`src/rtl/reg_file_scoreboard_pkg.sv`:
```
// Shared definitions for the register-file scoreboard: register count,
// address type and default data width.
package reg_file_scoreboard_pkg;

  localparam int REG_ADDR_W = 2;
  localparam int NUM_REGS   = 1 << REG_ADDR_W;
  localparam int DATA_W_DEF = 8;
  localparam int PEND_W_DEF = 2;

  typedef logic [REG_ADDR_W-1:0] reg_addr_t;

endpackage

```
`src/rtl/reg_file_scoreboard_pend_counter.sv`:
```
// Per-register pending-write counter: one saturating up/down counter.
// Increments on an issued write, decrements on a retiring write-back that
// finds it non-zero; both together leave it unchanged.
module pend_counter #(
  parameter int PEND_W = 2
) (
  input  logic              clk,
  input  logic              reset,
  input  logic              inc,
  input  logic              dec,
  output logic [PEND_W-1:0] count,
  output logic              zero,
  output logic              full,
  output logic              nonzero_next
);

  logic [PEND_W-1:0] count_next;
  logic              inc_eff;
  logic              dec_eff;

  assign zero    = (count == '0);
  assign full    = (count == '1);
  // A write-back against an empty counter is an error, not an underflow.
  assign inc_eff = inc & ~full;
  assign dec_eff = dec & ~zero;

  // Next-state count; the simultaneous inc/dec case cancels out.
  always_comb begin
    // NOTE: default assignment first so no path through the block leaves
    // count_next unassigned, which would otherwise infer a latch.
    count_next = count;
    unique case ({inc_eff, dec_eff})
      2'b10:   count_next = count + 1'b1;
      2'b01:   count_next = count - 1'b1;
      default: count_next = count;
    endcase
  end

  assign nonzero_next = (count_next != '0);

  // Counter state, discarded immediately on reset.
  always_ff @(posedge clk or posedge reset) begin
    // NOTE: sequential state uses non-blocking assignments so every flop
    // samples pre-edge values regardless of block ordering.
    if (reset) count <= '0;
    else       count <= count_next;
  end

endmodule

```
`src/rtl/reg_file_scoreboard.sv`:
```
// Register file (4 x DATA_W, 2 combinational read ports, 1 write-back port)
// with a per-register pending-write scoreboard that stalls issue on RAW
// hazards and on a saturated destination counter.
// Optional feature: define WB_BYPASS_EN to forward same-cycle write-back data
// to the read ports and clear a retiring source hazard in that same cycle.
module reg_file_scoreboard
  import reg_file_scoreboard_pkg::*;
#(
  parameter int DATA_W = DATA_W_DEF,
  parameter int PEND_W = PEND_W_DEF
) (
  input  logic              clk,
  input  logic              reset,
  input  logic              issue_valid,
  input  logic [1:0]        issue_src1,
  input  logic [1:0]        issue_src2,
  input  logic              issue_src1_use,
  input  logic              issue_src2_use,
  input  logic              issue_wen,
  input  logic [1:0]        issue_dst,
  output logic              stall,
  output logic              issue_fire,
  output logic [DATA_W-1:0] rd_data1,
  output logic [DATA_W-1:0] rd_data2,
  input  logic              wb_valid,
  input  logic [1:0]        wb_addr,
  input  logic [DATA_W-1:0] wb_data,
  output logic              pend_any,
  output logic              wb_err
);

  logic [DATA_W-1:0] regs [NUM_REGS];
  logic [PEND_W-1:0] p    [NUM_REGS];
  logic [NUM_REGS-1:0] p_zero;
  logic [NUM_REGS-1:0] p_full;
  logic [NUM_REGS-1:0] p_nz_next;
  logic [NUM_REGS-1:0] p_inc;
  logic [NUM_REGS-1:0] p_dec;

  reg_addr_t src1, src2, dst, wba;
  logic      src1_pend, src2_pend;
  logic      src_hz, dst_full;

  assign src1 = issue_src1;
  assign src2 = issue_src2;
  assign dst  = issue_dst;
  assign wba  = wb_addr;

  // One pending counter per architectural register.
  for (genvar i = 0; i < NUM_REGS; i++) begin : g_pend
    assign p_inc[i] = issue_fire & issue_wen & (dst == reg_addr_t'(i));
    assign p_dec[i] = wb_valid & (wba == reg_addr_t'(i));

    pend_counter #(.PEND_W(PEND_W)) u_cnt (
      .clk          (clk),
      .reset        (reset),
      .inc          (p_inc[i]),
      .dec          (p_dec[i]),
      .count        (p[i]),
      .zero         (p_zero[i]),
      .full         (p_full[i]),
      .nonzero_next (p_nz_next[i])
    );
  end

`ifdef WB_BYPASS_EN
  logic byp1, byp2;
  assign byp1 = wb_valid & (wba == src1);
  assign byp2 = wb_valid & (wba == src2);

  // Read ports forward the write-back data for a same-cycle address match.
  assign rd_data1 = byp1 ? wb_data : regs[src1];
  assign rd_data2 = byp2 ? wb_data : regs[src2];

  // A source whose last outstanding write retires this cycle is not pending.
  assign src1_pend = (p[src1] != '0) & ~(byp1 & (p[src1] == PEND_W'(1)));
  assign src2_pend = (p[src2] != '0) & ~(byp2 & (p[src2] == PEND_W'(1)));
`else
  // Plain array reads; a write-back is visible from the following cycle.
  assign rd_data1 = regs[src1];
  assign rd_data2 = regs[src2];

  assign src1_pend = (p[src1] != '0);
  assign src2_pend = (p[src2] != '0);
`endif

  assign src_hz     = (issue_src1_use & src1_pend) | (issue_src2_use & src2_pend);
  assign dst_full   = issue_wen & p_full[dst];
  assign stall      = issue_valid & (src_hz | dst_full);
  assign issue_fire = issue_valid & ~stall;

  // Architectural register array; register 0 is an ordinary register.
  always_ff @(posedge clk or posedge reset) begin
    // NOTE: the array is small and architecturally defined as zero after
    // reset, so it is reset like any other flop rather than left as RAM.
    if (reset) begin
      for (int i = 0; i < NUM_REGS; i++) regs[i] <= '0;
    end else if (wb_valid) begin
      regs[wba] <= wb_data;
    end
  end

  // Registered summary flag and sticky write-back error.
  always_ff @(posedge clk or posedge reset) begin
    if (reset) begin
      pend_any <= 1'b0;
      wb_err   <= 1'b0;
    end else begin
      pend_any <= |p_nz_next;
      if (wb_valid && p_zero[wba]) wb_err <= 1'b1;
    end
  end

endmodule

```
`config.mk`:
```
export PLATFORM = sky130hd
export DESIGN_NAME = reg_file_scoreboard
export DESIGN_NICKNAME = d
export VERILOG_FILES = /design/src/rtl/reg_file_scoreboard_pkg.sv /design/src/rtl/reg_file_scoreboard_pend_counter.sv /design/src/rtl/reg_file_scoreboard.sv
export SDC_FILE = /design/constraint.sdc
export NUM_CORES = 1
export LEC_CHECK = 0
export BUFFER_PORTS_ARGS = -buffer_cell sky130_fd_sc_hd__buf_4
export CORE_ASPECT_RATIO = 1.75
export CORE_UTILIZATION = 55
export DETAILED_ROUTE_END_ITERATION = 12
export PLACE_DENSITY = 0.89
export SETUP_SLACK_MARGIN = 0.02
export SYNTH_ARGS = -nofsm -noshare
export SYNTH_HDL_FRONTEND = slang
export SYNTH_SLANG_ARGS = --single-unit
```
`constraint.sdc`:
```
create_clock -name clk -period 3.5 [get_ports clk]
set_clock_uncertainty 0.05 [all_clocks]
set_input_delay 0.35 -clock clk [delete_from_list [all_inputs] [get_ports clk]]
set_output_delay 0.35 -clock clk [all_outputs]
set_load 0.03 [all_outputs]
```
# Yosys cells after proc, flatten, opt, wreduce, memory -nomap -nowiden
# Index checks and enable logic that the tools add are counted.
[totals]
reg_bits = 42
inputBits = 23
output_inout_bits = 20
elab_cells = 116
[op_classes]
n_addsub = 8
order_cmp = 6
eq_ne = 18
muxes = 23
bitwise_logic = 36
reduce_logical = 15
[op_table]
columns = ["cell", "n"]
rows = [
  ["8-bit 2-to-1 mux", 5],
  ["8-bit binary-select mux with 2-bit select", 2],
  ["32-bit bitwise mux", 1],
  ["2-bit equality test (second input constant)", 12],
  ["1-bit AND", 22],
  ["8-bit demux with 2-bit select", 1],
  ["2-bit case mux with 2 select lines", 4],
  ["2-bit by 1-bit equality test with 1-bit output (second input constant)", 6],
  ["2-bit logical NOT", 6],
  ["2-bit nonzero test", 6],
  ["3-bit greater-or-equal comparator (second input constant)", 3],
  ["1-bit NOT", 9],
  ["2-bit NOT with 3-bit output", 3],
  ["2-bit by 1-bit adder with 2-bit output (second input constant)", 4],
  ["2-bit binary-select mux with 2-bit select", 2],
  ["2-bit 2-to-1 mux", 4],
  ["2-bit by 1-bit subtractor with 2-bit output (second input constant)", 4],
  ["2-bit by 3-bit less-than comparator with 1-bit output (second input constant)", 2],
  ["1-bit binary-select mux with 2-bit select", 2],
  ["4-bit OR reduction", 1],
  ["3-bit by 1-bit less-than comparator with 1-bit output (second input constant)", 1],
  ["1-bit logical AND", 2],
  ["1-bit 2-to-1 mux", 2],
  ["1-bit bitwise OR", 2],
]

# Depth between registers and ports, before layout
# Gate-level depths: netlist of the first run.
[logic_depth]
word_depth = 18
depth_mapped = 10
ltp_nobuf = 9

# Hierarchy
# A second synthesis of the first run with hierarchy kept.
[hier_totals]
cells_unflattened = 214
area_unflattened_um2 = 2423.6
[modules_own_cells]
columns = ["mod", "instances", "cells_each", "area_per_inst_um2", "seq_area_each_um2"]
rows = [
  ["reg_file_scoreboard", 1, 154, 1863.0, 850.8],
  ["pend_counter", 4, 15, 140.1, 50.0],
]

# Least setup slack after synthesis of the first run
# No wires, ideal clock.
[synth_timing]
path_kind = "register to register"
from = "register g_pend[0].u_cnt.count[0]"
to = "register pend_any"
setup_ns = 0.138
arrival_time_ns = 2.650
t_required_ns = 3.312
slack_ns = 0.662
stages_incl_launch_ff = 10
path_buffers = 0
period_less_slack_ns = 2.838
path_cell_list = "dfrtp_1 > or2_0 > mux4_2 > a32oi_4 > nand4_1 > ha_1 > xnor2_1 > nor4_1 > o211ai_1 > or4_1"
[synth_via]
elab_chain_len = 17
word_cells_on_any_way = 51
classes_between = "2 x add/sub; 9 x eq/ne; 12 x mux; 20 x bitwise; 8 x reduce/logical"
[synth_lines]
columns = ["element", "line_no", "rtl"]
rows = [
  ["from (decl)", "reg_file_scoreboard_pend_counter.sv:11", "output logic [PEND_W-1:0] count,"],
  ["from (signal assigned)", "reg_file_scoreboard_pend_counter.sv:46", "else count <= count_next;"],
  ["2-bit binary-select mux with 2-bit select, on equally long branches", "reg_file_scoreboard.sv:83, reg_file_scoreboard.sv:84", ""],
  ["2-bit 2-to-1 mux, on equally long branches (2 in series)", "reg_file_scoreboard.sv:83, reg_file_scoreboard.sv:84", ""],
  ["2-bit nonzero test, on equally long branches", "reg_file_scoreboard.sv:83, reg_file_scoreboard.sv:84", ""],
  ["1-bit AND", "reg_file_scoreboard.sv:87", "assign src_hz = (issue_src1_use & src1_pend) | (issue_src2_use & src2_pend);"],
  ["1-bit bitwise OR", "reg_file_scoreboard.sv:87", ""],
  ["1-bit bitwise OR *", "reg_file_scoreboard.sv:89", "assign stall = issue_valid & (src_hz | dst_full);"],
  ["1-bit AND *", "reg_file_scoreboard.sv:89", ""],
  ["1-bit NOT *", "reg_file_scoreboard.sv:90", "assign issue_fire = issue_valid & ~stall;"],
  ["1-bit AND *", "reg_file_scoreboard.sv:90", ""],
  ["1-bit AND * (2 in series)", "reg_file_scoreboard.sv:51", "assign p_inc[i] = issue_fire & issue_wen & (dst == reg_addr_t'(i));"],
  ["1-bit AND *", "reg_file_scoreboard_pend_counter.sv:24", "assign inc_eff = inc & ~full;"],
  ["2-bit by 1-bit equality test with 1-bit output / 2-bit equality test (equally long branches)", "reg_file_scoreboard_pend_counter.sv:32", "unique case ({inc_eff, dec_eff})"],
  ["2-bit case mux with 2 select lines *", "reg_file_scoreboard_pend_counter.sv:32", ""],
  ["net g_pend[1].u_cnt.count_next[0]", "reg_file_scoreboard_pend_counter.sv:17", "logic [PEND_W-1:0] count_next;"],
  ["2-bit nonzero test *", "reg_file_scoreboard_pend_counter.sv:39", "assign nonzero_next = (count_next != '0);"],
  ["4-bit OR reduction *", "reg_file_scoreboard.sv:109", "pend_any <= |p_nz_next;"],
  ["to (signal assigned)", "reg_file_scoreboard.sv:109", ""],
  ["to (decl)", "reg_file_scoreboard.sv:28", "output logic pend_any,"],
]
# Mark *: on every way through the listed nets, which the timed path passes. The rest lies on a longest branch. The select of a mux whose other input is x is not followed.
# A chain may end at the register's enable or synchronous reset.

# Final worst setup path of the first run
[layout_timing]
from = "register g_pend[0].u_cnt.count[0]"
to = "register pend_any"
[layout_via]
elab_chain_len = 17
word_cells_on_any_way = 51
classes_between = "2 x add/sub; 9 x eq/ne; 12 x mux; 20 x bitwise; 8 x reduce/logical"
[layout_lines]
columns = ["element", "line_no"]
rows = [
  ["2-bit binary-select mux with 2-bit select, on equally long branches", "reg_file_scoreboard.sv:83, reg_file_scoreboard.sv:84"],
  ["2-bit 2-to-1 mux, on equally long branches (2 in series)", "reg_file_scoreboard.sv:83, reg_file_scoreboard.sv:84"],
  ["2-bit nonzero test, on equally long branches", "reg_file_scoreboard.sv:83, reg_file_scoreboard.sv:84"],
  ["1-bit AND", "reg_file_scoreboard.sv:87"],
  ["1-bit bitwise OR", "reg_file_scoreboard.sv:87"],
  ["1-bit bitwise OR *", "reg_file_scoreboard.sv:89"],
  ["1-bit AND *", "reg_file_scoreboard.sv:89"],
  ["1-bit NOT *", "reg_file_scoreboard.sv:90"],
  ["1-bit AND *", "reg_file_scoreboard.sv:90"],
  ["1-bit AND * (2 in series)", "reg_file_scoreboard.sv:51"],
  ["1-bit AND *", "reg_file_scoreboard_pend_counter.sv:24"],
  ["2-bit by 1-bit equality test with 1-bit output / 2-bit equality test (equally long branches)", "reg_file_scoreboard_pend_counter.sv:32"],
  ["2-bit case mux with 2 select lines *", "reg_file_scoreboard_pend_counter.sv:32"],
  ["net g_pend[2].u_cnt.count_next[0]", "reg_file_scoreboard_pend_counter.sv:17"],
  ["2-bit nonzero test *", "reg_file_scoreboard_pend_counter.sv:39"],
  ["4-bit OR reduction *", "reg_file_scoreboard.sv:109"],
]
# Marked as above.

==> results of run 1 <==
==> cell type report <==
| cell class | instances | area, um^2 | area share |
|---|---|---|---|
| tap | 48 | 60.1 | 0.0217 |
| sequential | 42 | 1050 | 0.380 |
| clock inverter | 2 | 13.8 | 0.00498 |
| timing repair buffer | 45 | 338 | 0.122 |
| multi-input combinational | 113 | 1220 | 0.442 |
| clock buffer | 6 | 72.6 | 0.0263 |
| inverter | 2 | 7.51 | 0.00272 |
==> kinds of logic after synthesis <==
family                     after synthesis  synth area share
AOI/OAI and AO/OA                       11            0.0413
xor gates and xnor gates                11            0.0419
buffers and inverters                    7            0.0136
muxes                                   50             0.333
adders and majority gates                4            0.0217
DFF                                     42             0.457
and+or+nand+nor                         37            0.0924
==> power by group through the flow <==
stage	sequential [mW]	combinational [mW]	clock [mW]
2_1_floorplan	0.702	0.463	0
3_3_place_gp	0.724	0.613	0
3_5_place_dp	0.743	0.632	0
4_1_cts	0.734	0.635	0.313
5_1_grt	0.756	0.677	0.329
6_report	0.737	0.634	0.308
==> worst register-to-register path, cell delays in order (launching register included) <==
cell	delay [ps]
dfrtp_1	450
or2_0	270
mux4_2	490
a32oi_4	250
nand4b_1	140
ha_1	330
xnor2_1	170
nor4_1	260
o211ai_1	120
or4_1	400
==> placed cells by master, fill, tap and decap left out, drive strengths merged, types with 4 or more instances in the layout <==
master | Yosys | routed
or2 | 5 | 5
ha | 4 | 4
nor2 | 10 | 10
dfrtp | 42 | 42
mux2 | 32 | 32
clkbuf | 1 | 6
xnor2 | 8 | 8
buf | 4 | 45
mux4 | 18 | 18
==> path summary, 6_finish.rpt <==
path                                               startpoint                                 end  slack [ps]  cells past startpoint
max reg2reg                g_pend[0].u_cnt.count[0]$_DFF_PP0_                  pend_any$_DFF_PP0_         450                      9
min                                                  wb_valid                  wb_err$_DFFE_PP0P_         240                      2
min reg2reg                                wb_err$_DFFE_PP0P_                  wb_err$_DFFE_PP0P_         420                      1
max                        g_pend[0].u_cnt.count[0]$_DFF_PP0_                  pend_any$_DFF_PP0_         450                      9
min in group asynchronous                               reset                regs[31]$_DFFE_PP0P_         290                      2
max in group asynchronous                               reset  g_pend[1].u_cnt.count[1]$_DFF_PP0_        2310                      3
==> state kept, by name, indices dropped and copies added, names as in the netlist <==
register,count
g_pend.u_cnt.count,8
pend_any,1
regs,32
wb_err,1
==> per-layer routing <==
metal  up-vias  part of all wire  GRT usage
met3        11             0.035     0.0365
met2        64              0.56      0.450
li1        714                 -          -
met1       817              0.38      0.296
met5         -                 0          0
met4         0             0.024      0.121
==> stage by stage <==
step                setup slack, ps  instances  utilization  hold slack (ps)
global route                    311        258        0.701              247
floorplan                       662        162            -              417
detailed placement              493        250        0.679              400
global placement                533        250        0.679              397
CTS                             455        258        0.701              229
finish                          449        258        0.701              237
==> impl_metrics.toml, run 1 <==
[run_status]
status = "complete, no violations"

[finish]
fin_area_mm2 = 0.00276
finalNetCount = 236
layout.filler_cells = 267
drive_above_1_share = 0.462
area_growth_pct = 20.0
n_antenna_cell = 0

[sta]
fin_crit_sh = 0.872
hold_violations = 0
fmax_ghz = 0.328
fin_crit_ps = 3050
grt_setup_unrepaired = "false"
finalMaxSlewViolations = 0
fin_tns_setup_ps = 0
slew_headroom = 0.245
setup_viol = 0
worstMarginPinSlew_ps = 1130

[power]
finalPower_mw = 1.68
p_seq_frac = 0.439
p_int_mw = 1.06
clkPwrFrac = 0.183
power_density_mw_per_mm2 = 608
leakage_nw = 1.15
pwr-share-comb = 0.378
power.switching_uw = 617
ir_drop_uv = 422
p_sw_frac = 0.367

[yosys]
ys.flop_type = "dfrtp_1"
synthArstFlopShare = 1.00
synth_area_per_cell_um2 = 14.2
synth_edf_count = 0
synthTopCellsByArea = "dfrtp_1 (46%), mux4_2 (18%), mux2_2 (12%)"
yosys-top-cells-count = "dfrtp_1 (42), mux2_2 (24), mux4_2 (18)"
synth_top_cell_by_area = "dfrtp_1"
ys_types = 36
post-synth-top-area-fraction = 0.457
synth_seq_cells = 42
syn_area_mm2 = 0.00230
synth_nets = 189
yosysMostFrequentCell = "dfrtp_1"
seq_area_frac_synth = 0.457
synthCells = 162
yosys_warnings = 0

[global_routing]
grt_pass1_vias = 1686
track_usage = 0.254
antenna_found_initial = 0
grt_max_degree = 32
grt_overflow = 0
grt_first_pass_wirelength_mm = 8.09

[clocking]
htree_levels = 2
cts_buffers = 5
root_buffer = "clkbuf_8"
cts_tree = "yes"
clk-insertion-delay-late_ps = 300
cts_resized = 0
cts_buffer_depth = 2
cts_sinks = 42
ctsHoldBuffers = 0
clkTransAtPathRegs_ps = 80
post_cts_buffers = 0

[placement]
place_hpwl_mm = 3.81
place.gp.congestion = 0.974
placement.cell_area_mm2 = 0.00268
io_buffers = 42

[min_path]
min_path_type = "input pin to flop"

[routing]
drc = 0
drtPass1Iterations = 4
drtIter0Drc = 61
vias = 1606
wl_per_cell_um = 19.8
postRouteWirelength_mm = 5.12
ant_nets = 0
vias_per_cell = 6.22

[die]
die_area_mm2 = 0.00446
initial_core_util = 0.584
fp.coreArea_mm2 = 0.00394
pin_count = 43
die-width_um = 50.9
die_y_um = 87.6
fp-row-count = 30

[setup_path]
path_buf_inv = 0
path_delay_family = "simple AND/OR/NAND/NOR gates"
crit_path_max_fanout = 6
crit_required_ps = 3620
start_kind = "flop"
crit_chain = "or2_0 > mux4_2 > a32oi_4 > nand4b_1 > ha_1 > xnor2_1 > nor4_1 > o211ai_1 > or4_1"
crit_path_max_incr_delay_ps = 490
cp.arrival_ps = 3170
critPathKind = "flop to flop"
crit_path_end_kind = "flop"
slowest_stage = "mux4_2"

[run]
drv_cap = 0
(Power assumes the default switching activity.)
==> run 2, diff against run 1 <==
==> constraint.sdc (replaced) <==
create_clock -name clk -period 4 [get_ports clk]
set_clock_uncertainty 0.05 [all_clocks]
set_input_delay 0.4 -clock clk [delete_from_list [all_inputs] [get_ports clk]]
set_output_delay 0.4 -clock clk [all_outputs]
set_load 0.01 [all_outputs]
==> run 2 against run 1 <==
Clock power fell by 14%. Cell count down 0.39%. Critical endpoint unchanged. Utilization fell by 0.19 points. Setup slack improved by 500 ps. Non-clock buffer count shrank 1. Via count down 1.1%. Highest routed layer unchanged.
==> impl_metrics.toml, run 2 (synthesized netlist as in run 1, its figures left out) <==
[finish]
ff_latch_area_mm2 = 0.00105
top_regs = "regs: 32 flops, g_pend.u_cnt.count: 8 flops"
largest_reg_flops = 32
layout_commonest_cell = "buf_4"
n_antenna_cell = 0
largest_register = "regs"
drive_above_1_share = 0.459
layout.filler_cells = 280
final_cells = 257
fin_util = 0.699
fin_area_mm2 = 0.00276
area_growth_pct = 19.7
final_cell_mix = "buf_4 (44), dfrtp_1 (42), mux2_2 (24), mux4_2 (18), nor2_1 (10)"
finalNetCount = 235
multi_input_area_mm2 = 0.00122

[clocking]
cts_resized = 0
root_buffer = "clkbuf_8"
post_cts_buffers = 0
ctsHoldBuffers = 0
cts_sinks = 42
cts_buffer_depth = 2
clk-insertion-delay-late_ps = 290
cts_tree = "yes"
clkTransAtPathRegs_ps = 80
cts_buffers = 5
htree_levels = 2

[setup_path]
reg2reg_to = "pend_any$_DFF_PP0_"
path_delay_family = "simple AND/OR/NAND/NOR gates"
crit_path_max_fanout = 6
crit_path_end_kind = "flop"
path_buf_inv = 0
reg2reg_slack_ps = 950
start_kind = "flop"
critPathKind = "flop to flop"
slowest_stage = "mux4_2"
crit_chain = "or2_0 > mux4_2 > a32oi_4 > nand4_1 > ha_1 > xnor2_1 > nor4_1 > o211ai_1 > or4_1"
cp.arrival_ps = 3160
r2r-start = "g_pend[0].u_cnt.count[0]$_DFF_PP0_"
crit_required_ps = 4110
crit_path_max_incr_delay_ps = 490
rr_worst_depth = 9

[placement]
io_buffers = 42
place.gp.congestion = 0.975
placement.cell_area_mm2 = 0.00267
dp_cells = 249
detailedPlace.worstSlack_ps = 977
place_hpwl_mm = 3.72

[sta]
hold_violations = 0
grt_setup_unrepaired = "false"
setup_viol = 0
fin_crit_sh = 0.762
fmax_ghz = 0.328
fin_tns_setup_ps = 0
worstMarginPinSlew_ps = 730
fin_crit_ps = 3050
setup_ws_ps = 953
finalHoldWorstSlack_ps = 182
finalMaxSlewViolations = 0
slew_headroom = 0.513

[global_routing]
antenna_found_initial = 0
grt_overflow = 0
grt_first_pass_wirelength_mm = 8.14
grt_max_degree = 25
track_usage = 0.255
grt_pass1_vias = 1703

[routing]
vias_per_cell = 6.18
drtPass1Iterations = 4
vias = 1589
postRouteWirelength_mm = 4.97
drc = 0
ant_nets = 0
wl_per_cell_um = 19.3
drtIter0Drc = 60

[die]
fp.coreArea_mm2 = 0.00394
die_area_mm2 = 0.00446
die_y_um = 87.6
die-width_um = 50.9
fp-row-count = 30
initial_core_util = 0.584
pin_count = 43

[min_path]
min_path_type = "input pin to asynchronous set/reset pin"

[run]
drv_cap = 0

[power]
finalPower_mw = 1.39
leakage_nw = 1.15
power_density_mw_per_mm2 = 504
ir_drop_uv = 355

[run_status]
status = "complete, no violations"
[run 2: worst max path at each step]
stage                                                   from                  to  slack, ps  cells past startpoint
after floorplan                                issue_src2[1]  pend_any$_DFF_PP0_       1150                      9
after global placement    g_pend[0].u_cnt.count[0]$_DFF_PP0_  pend_any$_DFF_PP0_       1030                      9
after detailed placement  g_pend[1].u_cnt.count[0]$_DFF_PP0_  pend_any$_DFF_PP0_        980                      9
after CTS                 g_pend[1].u_cnt.count[0]$_DFF_PP0_  pend_any$_DFF_PP0_        960                      9
after global routing      g_pend[1].u_cnt.count[0]$_DFF_PP0_  pend_any$_DFF_PP0_        810                      9
final                     g_pend[0].u_cnt.count[0]$_DFF_PP0_  pend_any$_DFF_PP0_        950                      9
[run 2: routing by layer]
metal | wire, um | vias to the layer above | GRT usage
li1 | - | 710 | -
met5 | 0 | - | 0
met2 | 2720 | 64 | 0.432
met4 | 146 | 0 | 0.141
met3 | 182 | 12 | 0.0469
met1 | 1920 | 803 | 0.300
[run 2: power by group]
part	internal (mW)	switching [mW]	total, mW
combinational	0.275	0.204	0.479
clock	0.123	0.141	0.264
sequential	0.529	0.118	0.647
[run 2: cell type report]
type	count	area share
Timing Repair Buffer	44	0.120
Sequential cell	42	0.381
Clock inverter	2	0.00500
Multi-Input combinational cell	113	0.443
Tap cell	48	0.0218
Clock buffer	6	0.0263
Inverter	2	0.00272
==> run 3, diff against run 2 <==
==> constraint.sdc (replaced) <==
create_clock -name clk -period 2.83 [get_ports clk]
set_clock_uncertainty 0.05 [all_clocks]
set_input_delay 0.283 -clock clk [delete_from_list [all_inputs] [get_ports clk]]
set_output_delay 0.283 -clock clk [all_outputs]
set_load 0.01 [all_outputs]
==> run 3 against run 2 <==
The run now ends with negative setup slack left. Non-clock buffer count rose by 17. Count of clock-buffer cells in the layout increased by 1. First-iteration DRC count is 1.7% lower. Highest routed layer unchanged.
==> impl_metrics.toml, run 3 (synthesized netlist as in run 1, its figures left out) <==
[sta]
fin_crit_sh = 1.06
slew_headroom = 0.649
worstMarginPinSlew_ps = 527
fin_crit_ps = 3010
finalMaxSlewViolations = 0
finalHoldWorstSlack_ps = 48.2
fmax_ghz = 0.333
grt_setup_unrepaired = "true"
setup_viol = 1
hold_violations = 0
setup_ws_ps = -176

[clocking]
clkTransAtPathRegs_ps = 80
root_buffer = "clkbuf_8"
cts_sinks = 42
cts_buffers = 5
clk-insertion-delay-late_ps = 300
htree_levels = 2
cts_tree = "yes"
cts_buffer_depth = 2

[setup_path]
crit_path_end_kind = "flop"
crit_path_max_fanout = 5
crit_chain = "or2_1 > mux4_2 > a32oi_4 > nand4_1 > ha_1 > xnor2_1 > nor4_1 > o211ai_1 > or4_1"
crit_path_max_incr_delay_ps = 500
crit_required_ps = 2960
slowest_stage = "mux4_2"
path_buf_inv = 0
critPathKind = "flop to flop"
start_kind = "flop"
cp.arrival_ps = 3130
path_delay_family = "simple AND/OR/NAND/NOR gates"

[die]
die_y_um = 87.6
fp.coreArea_mm2 = 0.00394
initial_core_util = 0.584
die_area_mm2 = 0.00446
fp-row-count = 30
die-width_um = 50.9
pin_count = 43

[finish]
layout_commonest_cell = "buf_4"
finalNetCount = 252
final_cell_mix = "buf_4 (61), dfrtp_1 (42), mux2_2 (24), mux4_2 (18), nor2_1 (10)"
n_antenna_cell = 0
top_regs = "regs: 32 flops, g_pend.u_cnt.count: 8 flops"
largest_reg_flops = 32
largest_register = "regs"
area_growth_pct = 26.1
drive_above_1_share = 0.496

[routing]
drc = 0
vias_per_cell = 6.18
vias = 1692
ant_nets = 0
drtPass1Iterations = 4
postRouteWirelength_mm = 5.42
drtIter0Drc = 59
wl_per_cell_um = 19.8

[global_routing]
grt_overflow = 0
track_usage = 0.281
grt_max_degree = 43
grt_first_pass_wirelength_mm = 8.82
antenna_found_initial = 0
grt_pass1_vias = 1815

[power]
finalPower_mw = 2.19
pwr-share-comb = 0.398
p_sw_frac = 0.320
p_seq_frac = 0.384
power_density_mw_per_mm2 = 754
p_int_mw = 1.49
leakage_nw = 1.24
power.switching_uw = 701
ir_drop_uv = 546
clkPwrFrac = 0.218

[run_status]
violations = "negative setup slack"
status = "finished, violations left"

[placement]
io_buffers = 42
place_hpwl_mm = 4.05
place.gp.congestion = 0.899

[min_path]
min_path_type = "input pin to asynchronous set/reset pin"

[run]
drv_cap = 0
## run 3: cell types whose count changed in the layout (fill, tap and decap cells not counted)
cell,delta
buf_4,+17
or2_0,-1
or2_1,+1
clkinv_2,-1
bufinv_16,+1
clkinv_4,-1
clkbuf_1,+1
## run 3: power by group through the flow
stage / sequential [mW] / combinational, mW / clock, mW
6_report: 0.841 / 0.871 / 0.477
5_1_grt: 0.857 / 0.934 / 0.508
4_1_cts: 0.837 / 0.869 / 0.483
3_5_place_dp: 0.849 / 0.863 / 0
3_3_place_gp: 0.827 / 0.828 / 0
2_1_floorplan: 0.866 / 0.473 / 0
## run 3: repair_timing
item / CTS / global route
endpoints found under the hold margin: 0 / 0
setup buffers: 0 / 0
endpoints found under the setup margin: 1 / 1
pin swaps: 0 / 1
hold buffers: 0 / 0
gates resized for setup: 0 / 1
## run 3: worst paths after layout
kind / cells past startpoint / startpoint / end / slack [ps]
setup / recovery: 9 / g_pend[3].u_cnt.count[0]$_DFF_PP0_ / pend_any$_DFF_PP0_ / -180
hold reg to reg: 1 / wb_err$_DFFE_PP0P_ / wb_err$_DFFE_PP0P_ / 430
min in group clk: 2 / wb_valid / wb_err$_DFFE_PP0P_ / 170
setup reg to reg: 9 / g_pend[3].u_cnt.count[0]$_DFF_PP0_ / pend_any$_DFF_PP0_ / -180
hold / removal: 3 / reset / regs[6]$_DFFE_PP0P_ / 50
max in group asynchronous: 3 / reset / g_pend[1].u_cnt.count[0]$_DFF_PP0_ / 2310
## run 3: cell type report
| type | instances | area [um^2] |
|---|---|---|
| multi-input cells | 113 | 1220 |
| flip-flops and latches | 42 | 1050 |
| fillers | 258 | 1040 |
| repair buffers | 61 | 458 |
| clock buffers | 7 | 76.3 |
| well taps | 48 | 60.1 |
| clock inverters | 1 | 30.0 |
| inverters | 2 | 7.51 |
## run 3: per-stage QoR
step | setup slack [ps] | std cells | area [um^2] | setup TNS [ps] | utilization
after global routing | -330 | 274 | 2900 | -330 | 0.737
final | -176 | 274 | 2900 | -176 | 0.737
after floorplan | -8.20 | 162 | 2300 | -8.20 | -
after CTS | -198 | 274 | 2900 | -198 | 0.737
after detailed placement | -174 | 266 | 2800 | -174 | 0.710
after global placement | -46.4 | 266 | 2800 | -46.4 | 0.710
## run 3: routing by layer
metal	part of all wire	routed length, um	global-route usage	vias up
met5	0	0	0	-
met4	0.029	159	0.126	0
met3	0.048	262	0.0642	15
met2	0.56	3050	0.508	69
met1	0.36	1950	0.305	867
li1	-	-	-	741
## run 3: worst reg2reg max path: cells and delay by family, from the launching register on
| family | cells | cell delay, ps |
|---|---|---|
| mux | 1 | 500 |
| compound gates | 2 | 370 |
| fa+ha+maj | 1 | 320 |
| simple gates | 4 | 1100 |
| flops | 1 | 380 |
| xor+xnor | 1 | 150 |
